--- config.mk ---
export PLATFORM = sky130hd
export DESIGN_NAME = bram_port_ctrl_flat
export DESIGN_NICKNAME = d
export VERILOG_FILES = /design/src/rtl/bram_pkg.sv /design/src/rtl/bram_port_ctrl_if.sv /design/src/rtl/bram_rsp_fifo.sv /design/src/rtl/bram_port_ctrl.sv /design/src/flat_wrapper.sv
export SDC_FILE = /design/constraint.sdc
export NUM_CORES = 1
export LEC_CHECK = 0
export ABC_AREA = 1
export CORE_MARGIN = 5
export CORE_UTILIZATION = 35
export CTS_CLUSTER_DIAMETER = 80
export DETAILED_ROUTE_END_ITERATION = 6
export REMOVE_ABC_BUFFERS = 1
export SLEW_MARGIN = 20
export SYNTH_ARGS = -nofsm -noshare
export SYNTH_HDL_FRONTEND = slang
export SYNTH_SLANG_ARGS = --single-unit
export TNS_END_PERCENT = 50
--- constraint.sdc ---
create_clock -name clk -period 2.2 [get_ports clk]
set_clock_uncertainty 0.15 [all_clocks]
set_input_delay 0.66 -clock clk [delete_from_list [all_inputs] [get_ports clk]]
set_output_delay 0.66 -clock clk [all_outputs]
set_load 0.01 [all_outputs]
--- src/rtl/bram_pkg.sv ---
// Shared constants and types for the block RAM port front-end.
package bram_pkg;

  localparam int unsigned DEF_NUM_COL    = 4;
  localparam int unsigned DEF_COL_WIDTH  = 8;
  localparam int unsigned DEF_ADDR_WIDTH = 10;

  localparam int unsigned RSP_FIFO_DEPTH = 3;
  localparam int unsigned RSP_CNT_W      = $clog2(RSP_FIFO_DEPTH + 1);

  typedef enum logic {
    INIT,
    RUN
  } state_t;

endpackage

--- src/rtl/bram_port_ctrl_if.sv ---
// Request/response handshake bundle between a client and bram_port_ctrl.
interface bram_port_ctrl_if
  import bram_pkg::*;
#(
  parameter int unsigned NUM_COL    = DEF_NUM_COL,
  parameter int unsigned COL_WIDTH  = DEF_COL_WIDTH,
  parameter int unsigned ADDR_WIDTH = DEF_ADDR_WIDTH,
  parameter int unsigned DATA_WIDTH = NUM_COL * COL_WIDTH
);

  logic                  req_valid;
  logic                  req_ready;
  logic [NUM_COL-1:0]    req_we;
  logic [ADDR_WIDTH-1:0] req_addr;
  logic [DATA_WIDTH-1:0] req_wdata;

  logic                  rsp_valid;
  logic                  rsp_ready;
  logic [DATA_WIDTH-1:0] rsp_data;
  logic                  rsp_wr;

  // Client side: issues requests, consumes responses.
  modport master (
    output req_valid, req_we, req_addr, req_wdata, rsp_ready,
    input  req_ready, rsp_valid, rsp_data, rsp_wr
  );

  // Controller side.
  modport slave (
    input  req_valid, req_we, req_addr, req_wdata, rsp_ready,
    output req_ready, rsp_valid, rsp_data, rsp_wr
  );

endinterface

--- src/rtl/bram_rsp_fifo.sv ---
// Small response FIFO with a registered head entry; caller guarantees no overflow.
module bram_rsp_fifo
  import bram_pkg::*;
#(
  parameter int unsigned WIDTH = 33
) (
  input  logic                 clk,
  input  logic                 rst,
  input  logic                 push,
  input  logic [WIDTH-1:0]     push_data,
  input  logic                 pop,
  output logic [WIDTH-1:0]     head,
  output logic                 valid,
  output logic [RSP_CNT_W-1:0] count
);

  logic [WIDTH-1:0]     mem_q [RSP_FIFO_DEPTH];
  logic [WIDTH-1:0]     mem_d [RSP_FIFO_DEPTH];
  logic [RSP_CNT_W-1:0] count_q, count_d;
  logic [RSP_CNT_W-1:0] wr_idx;
  logic                 do_pop;

  // Shift-on-pop storage so entry 0 is always the registered head.
  always_comb begin
    mem_d   = mem_q;
    count_d = count_q;
    do_pop  = pop && (count_q != '0);
    wr_idx  = count_q;
    if (do_pop) begin
      for (int unsigned i = 0; i < RSP_FIFO_DEPTH - 1; i++) begin
        mem_d[i] = mem_q[i+1];
      end
      mem_d[RSP_FIFO_DEPTH-1] = '0;
      wr_idx = count_q - 1'b1;
    end
    if (push && (wr_idx < RSP_CNT_W'(RSP_FIFO_DEPTH))) begin
      mem_d[wr_idx] = push_data;
    end
    count_d = count_q + RSP_CNT_W'(push) - RSP_CNT_W'(do_pop);
  end

  // Storage and occupancy registers.
  always_ff @(posedge clk) begin
    if (rst) begin
      for (int unsigned i = 0; i < RSP_FIFO_DEPTH; i++) begin
        mem_q[i] <= '0;
      end
      count_q <= '0;
    end else begin
      mem_q   <= mem_d;
      count_q <= count_d;
    end
  end

  assign head  = mem_q[0];
  assign valid = (count_q != '0);
  assign count = count_q;

endmodule

--- src/rtl/bram_port_ctrl.sv ---
// Request/response front-end for one byte-write, read-first block RAM port.
module bram_port_ctrl
  import bram_pkg::*;
#(
  parameter int unsigned NUM_COL    = DEF_NUM_COL,
  parameter int unsigned COL_WIDTH  = DEF_COL_WIDTH,
  parameter int unsigned ADDR_WIDTH = DEF_ADDR_WIDTH,
  parameter int unsigned DATA_WIDTH = NUM_COL * COL_WIDTH,
  parameter bit          INIT_EN    = 1'b1
) (
  input  logic                  clk,
  input  logic                  rst,
  bram_port_ctrl_if.slave       bus,
  output logic                  ram_en,
  output logic [NUM_COL-1:0]    ram_we,
  output logic [ADDR_WIDTH-1:0] ram_addr,
  output logic [DATA_WIDTH-1:0] ram_din,
  input  logic [DATA_WIDTH-1:0] ram_dout,
  output logic                  init_done
);

  localparam int unsigned CW = RSP_CNT_W + 1;

  state_t                state_q, state_d;
  logic [ADDR_WIDTH-1:0] cnt_q, cnt_d;
  logic                  inflight_q, wr_q;
  logic                  run, accept;
  logic [CW-1:0]         credit_used;

  logic [DATA_WIDTH:0]   fifo_head;
  logic                  fifo_valid;
  logic [RSP_CNT_W-1:0]  fifo_count;

  // Outputs are held quiet while rst is high so reset values show immediately.
  assign run         = (state_q == RUN) && !rst;
  assign credit_used = CW'(fifo_count) + CW'(inflight_q);
  assign bus.req_ready = run && (credit_used < CW'(RSP_FIFO_DEPTH));
  assign accept      = bus.req_valid && bus.req_ready;
  assign init_done   = run;

  // Next-state logic: INIT walks cnt across the array, then hands over to RUN.
  always_comb begin
    state_d = state_q;
    cnt_d   = cnt_q;
    unique case (state_q)
      INIT: begin
        cnt_d = cnt_q + 1'b1;
        if (!INIT_EN || (cnt_q == '1)) begin
          state_d = RUN;
        end
      end
      RUN: begin
        state_d = RUN;
      end
      default: state_d = INIT;
    endcase
  end

  // RAM port drive: zero-fill sweep in INIT, request passthrough on accept in RUN.
  always_comb begin
    ram_en   = 1'b0;
    ram_we   = '0;
    ram_addr = '0;
    ram_din  = '0;
    if (!rst) begin
      if ((state_q == INIT) && INIT_EN) begin
        ram_en   = 1'b1;
        ram_we   = '1;
        ram_addr = cnt_q;
      end else if (accept) begin
        ram_en   = 1'b1;
        ram_we   = bus.req_we;
        ram_addr = bus.req_addr;
        ram_din  = bus.req_wdata;
      end
    end
  end

  // State, sweep counter and the one-cycle in-flight marker for RAM capture.
  always_ff @(posedge clk) begin
    if (rst) begin
      state_q    <= INIT_EN ? INIT : RUN;
      cnt_q      <= '0;
      inflight_q <= 1'b0;
      wr_q       <= 1'b0;
    end else begin
      state_q    <= state_d;
      cnt_q      <= cnt_d;
      inflight_q <= accept;
      wr_q       <= accept && (|bus.req_we);
    end
  end

  bram_rsp_fifo #(
    .WIDTH (DATA_WIDTH + 1)
  ) u_rsp_fifo (
    .clk       (clk),
    .rst       (rst),
    .push      (inflight_q),
    .push_data ({wr_q, ram_dout}),
    .pop       (fifo_valid && bus.rsp_ready),
    .head      (fifo_head),
    .valid     (fifo_valid),
    .count     (fifo_count)
  );

  assign bus.rsp_valid = fifo_valid;
  assign bus.rsp_wr    = fifo_head[DATA_WIDTH];
  assign bus.rsp_data  = fifo_head[DATA_WIDTH-1:0];

endmodule
--- src/flat_wrapper.sv ---
// flat-port wrapper written by rule: the top's interface ports become plain ports
module bram_port_ctrl_flat import bram_pkg::*;
#(
  parameter int unsigned NUM_COL    = DEF_NUM_COL,
  parameter int unsigned COL_WIDTH  = DEF_COL_WIDTH,
  parameter int unsigned ADDR_WIDTH = DEF_ADDR_WIDTH,
  parameter int unsigned DATA_WIDTH = NUM_COL * COL_WIDTH,
  parameter bit          INIT_EN    = 1'b1
)
  (clk, rst, ram_en, ram_we, ram_addr, ram_din, ram_dout, init_done, bus_req_valid, bus_req_we, bus_req_addr, bus_req_wdata, bus_rsp_ready, bus_req_ready, bus_rsp_valid, bus_rsp_data, bus_rsp_wr);
  bram_port_ctrl_if #(.NUM_COL(NUM_COL), .COL_WIDTH(COL_WIDTH), .ADDR_WIDTH(ADDR_WIDTH), .DATA_WIDTH(DATA_WIDTH)) bus_i ();
  input  logic clk;
  input  logic rst;
  output logic ram_en;
  output logic [NUM_COL-1:0] ram_we;
  output logic [ADDR_WIDTH-1:0] ram_addr;
  output logic [DATA_WIDTH-1:0] ram_din;
  input  logic [DATA_WIDTH-1:0] ram_dout;
  output logic init_done;
  input wire logic [$bits(bus_i.req_valid)-1:0] bus_req_valid;
  input wire logic [$bits(bus_i.req_we)-1:0] bus_req_we;
  input wire logic [$bits(bus_i.req_addr)-1:0] bus_req_addr;
  input wire logic [$bits(bus_i.req_wdata)-1:0] bus_req_wdata;
  input wire logic [$bits(bus_i.rsp_ready)-1:0] bus_rsp_ready;
  output wire logic [$bits(bus_i.req_ready)-1:0] bus_req_ready;
  output wire logic [$bits(bus_i.rsp_valid)-1:0] bus_rsp_valid;
  output wire logic [$bits(bus_i.rsp_data)-1:0] bus_rsp_data;
  output wire logic [$bits(bus_i.rsp_wr)-1:0] bus_rsp_wr;
  assign bus_i.req_valid = bus_req_valid;
  assign bus_i.req_we = bus_req_we;
  assign bus_i.req_addr = bus_req_addr;
  assign bus_i.req_wdata = bus_req_wdata;
  assign bus_i.rsp_ready = bus_rsp_ready;
  assign bus_req_ready = bus_i.req_ready;
  assign bus_rsp_valid = bus_i.rsp_valid;
  assign bus_rsp_data = bus_i.rsp_data;
  assign bus_rsp_wr = bus_i.rsp_wr;
  bram_port_ctrl #(.NUM_COL(NUM_COL), .COL_WIDTH(COL_WIDTH), .ADDR_WIDTH(ADDR_WIDTH), .DATA_WIDTH(DATA_WIDTH), .INIT_EN(INIT_EN)) u_core (.clk(clk), .rst(rst), .bus(bus_i), .ram_en(ram_en), .ram_we(ram_we), .ram_addr(ram_addr), .ram_din(ram_din), .ram_dout(ram_dout), .init_done(init_done));
endmodule
==> results by group <==
STA
  • Final Hold Fails: 0
  • Slew Limit Fails: 0
  • Slew margin rel.: 64.9%
  • Setup ws final: -599 ps
  • Min Tclk post-route: roughly 2800 ps
  • RSZ-0062 raised after global routing: yes
  • Tcrit/Tclk final: 127%
  • Final Setup Violations: 48
  • Worst slew pin tran: roughly 530 ps
  • Max Fclk: approximately 360 MHz

Power
  • Pwr dens: 637 mW/mm^2
  • Max VDD drop: between 0.0004 and 0.0005 V
  • Leakage dissipation: 0.00494 uW

Finish
  • Final Cell Area: 0.00921 sq mm
  • Antenna diode count: 0
  • Nets: 1329
  • Layout cells sized above 1: 15.4%
  • Layout area overhead: 44.7%

Drt
  • Drt wl/cell: 12.0 um
  • Number of DRC markers in iteration 0: 414
  • Final ANT Viol Nets: 0
  • Pre-antenna DRT Iters: 4
  • Via density: 4.36
  • Post-route DRC: 0
  • DRT Wirelength: 17700 um
  • Via count: ~6500

Place
  • Area of placed instances: 0.00816 sq mm
  • Post-Place Worst Slack: -1110 ps
  • PortBufs: 164
  • Hpwl dp: 11300 um
  • Routability cong.: 0.844

Critical path
  • FF-to-FF Start: u_core.u_rsp_fifo.count[0]
  • Crit Path Class: flop to primary output
  • CP arrival: roughly 2000 ps
  • Critical Path RT: 1390 ps
  • RR Endpoint: u_core.u_rsp_fifo.count[1]
  • Length in cells of the worst reg-to-reg path: 13
  • Crit start category: flop
  • Max Fanout on Critical Path: 6
  • CP endpoint kind: primary output
  • R2r setup slk: about 120 ps

Worst hold path
  • Hold_sp: u_core.cnt_q[5]
  • Worst hold endpoint: u_core.cnt_q[5]
  • Hold path cells: 1
  • Min-delay worst type: flop to flop

Synthesis
  • Area contributors post-synth: dfxtp_1 (36%), nand2_1 (27%), nor2_1 (15%)
  • Synth top area share: 35.9%
  • Count of cell types in the netlist: 24
  • Mapped Cells: 1097
  • Leading area contributor after synthesis: dfxtp_1
  • Register area share after synthesis: 35.9%
  • Cell Area, Synth: 0.00636 sq mm
  • Flops & latches, synth: 114
  • Synth warn: 0
  • Synth Area per Inst: roughly 5.8 sq um

CTS
  • Post-CTS Hold Buffers: 0
  • CTS tree: done
  • Clock tree buffer depth: 2
  • Worst-Skew Late Latency: 420 ps
  • H-Tree Depth: 4
  • Total CTS buffers: 17
  • Clock Sinks: 114
  • CTS Root Cell: clkbuf_16
  • Worst-path clk slew: 50 ps

Flow run
  • Max-cap violations: 0

Die
  • Die ar.: between 0.02 and 0.025 sq mm
  • Core area: ~0.018 sq mm
  • Die Width: 145 um
  • Die Ht: between 100 and 150 um
  • Row cnt: 49
  • Initial Util: 35.4%
  • I/O pins: 165

GRT
  • Global-route wire length before repair: 28200 um
  • Number of global-route vias before repair: 5996
  • Largest net degree at the start of global routing: 70
  • Antenna violations before repair: 0
  • Gr usage total: 16.8%
  • Remaining Overflow, GRT: 0

Outcome
  • Status: complete, but fails checks
  • Violated checks: setup timing
-- metrics by stage --
| stage | TNS, ps | hold slack [ps] | utilization, % | cells | power (uW) |
|---|---|---|---|---|---|
| 6_report | -25040 | 357 | 51.3 | 1481 | 5870 |
| 5_1_grt | -29220 | 381 | 51.3 | 1481 | 6080 |
| 4_1_cts | -27070 | 360 | 48.9 | 1478 | 5900 |
| 3_5_place_dp | -99010 | 348 | 45.4 | 1444 | 2830 |
| 3_3_place_gp | -94520 | 328 | 45.4 | 1444 | 2830 |
| 2_1_floorplan | -210670 | 305 | - | 1007 | 2390 |
-- how the worst max path moves through the flow --
stage                     slack, ps              start          end  depth (start not counted)
after floorplan               -2860                rst  ram_addr[0]                          9
after global placement        -1040                rst   ram_din[5]                         10
after detailed placement      -1110                rst   ram_din[5]                         10
after CTS                      -600  u_core.inflight_q  ram_din[21]                         10
after global routing           -700  u_core.inflight_q    ram_we[3]                         11
final                          -600  u_core.inflight_q    ram_we[3]                         11
-- worst max-delay path, stage by stage, from the launching register on --
cell and delay (ps):
dfxtp_2 330, ha_4 160, ha_4 210, nand2_4 70, nand2_4 50, nor2_4 120
nand2_4 80, buf_12 130, nand2_4 70, nand2_8 80, nor2_1 110, buf_2 150
-- per-layer routing --
metal | share of wire (%) | up-vias | global-route usage (%)
li1 | - | 3461 | -
met3 | 8.0 | 25 | 6.51
met1 | 44 | 2797 | 19.9
met5 | 0 | - | 0
met4 | 3.0 | 0 | 7.81
met2 | 45 | 180 | 26.7
-- Yosys cell counts --
| master | count |
|---|---|
| nor2_1 | 254 |
| a31oi_1 | 1 |
| nand3_2 | 1 |
| nand2_4 | 1 |
| buf_2 | 18 |
| nor4_1 | 1 |
| nand3b_1 | 1 |
| o21ai_0 | 9 |
| buf_6 | 8 |
| dfxtp_1 | 114 |
| ha_1 | 6 |
| buf_4 | 44 |
| nand4_1 | 3 |
| inv_2 | 2 |
| clkbuf_1 | 19 |
| clkinv_1 | 1 |
| or2_2 | 1 |
| nand2_1 | 465 |
| inv_1 | 112 |
| xnor2_1 | 1 |
| nand3_1 | 17 |
| buf_1 | 1 |
| a21oi_1 | 16 |
| nor3_1 | 1 |
-- cell type report --
type	count	area, sq um
Sequential cell	114	2290
Inverter	115	433
Multi-Input combinational cell	778	3380
Fill cell	1815	8750
Timing Repair Buffer	215	2170
Tap cell	229	287
Clock buffer	20	467
Clock inverter	10	181
-- registers in the layout, indices dropped and copies added (netlist names) --
register and cells:
u_core.inflight_q 1, u_core.u_rsp_fifo.count 2, u_core.wr_q 1, u_core.state_q 1
u_core.u_rsp_fifo.mem_q 66, u_core.u_rsp_fifo.head 33, u_core.cnt_q 10
-- repair_timing --
item	in CTS	in global routing
pin swaps	10	7
endpoints found under the setup margin	119	143
buffers inserted	3	0
resized for setup	240	81
cloned	2	3
-- cells in the final DEF, fill, tap and decap left out, types with 2 or more instances in the layout --
cell type	count
nor2_1	221
a21oi_2	3
inv_1	108
clkbuf_16	20
ha_4	3
a21oi_1	13
nand2_2	2
nor2_2	12
inv_2	5
nand3_4	2
nand3_1	15
clkdlybuf4s50_1	111
nand2_4	5
nand2_1	458
buf_12	12
clkbuf_8	3
buf_2	28
clkinv_2	4
o21ai_0	9
nand4_1	3
buf_4	31
buf_6	25
dfxtp_2	3
dlymetal6s2s_1	2
ha_1	3
nor2_4	21
bufinv_16	5
dfxtp_1	111
buf_16	2
-- power breakdown --
| group | leakage (uW) | internal [uW] | switching (uW) |
|---|---|---|---|
| registers | 0.000920 | 2080 | 10.6 |
| logic | 0.00370 | 313 | 433 |
| clock network | 0.000318 | 2080 | 955 |
-- cells by family (layout without fill, tap and decap cells) --
kind of cell	count (synthesis)	in the layout	synth area share (%)
buf+inv	205	360	16.0
flops	114	114	35.9
xor+xnor	1	1	0.138
compound gates	26	26	2.06
simple gates	745	745	44.8
fa+ha+maj	6	6	1.18
Power figures use the tool's default switching activity.
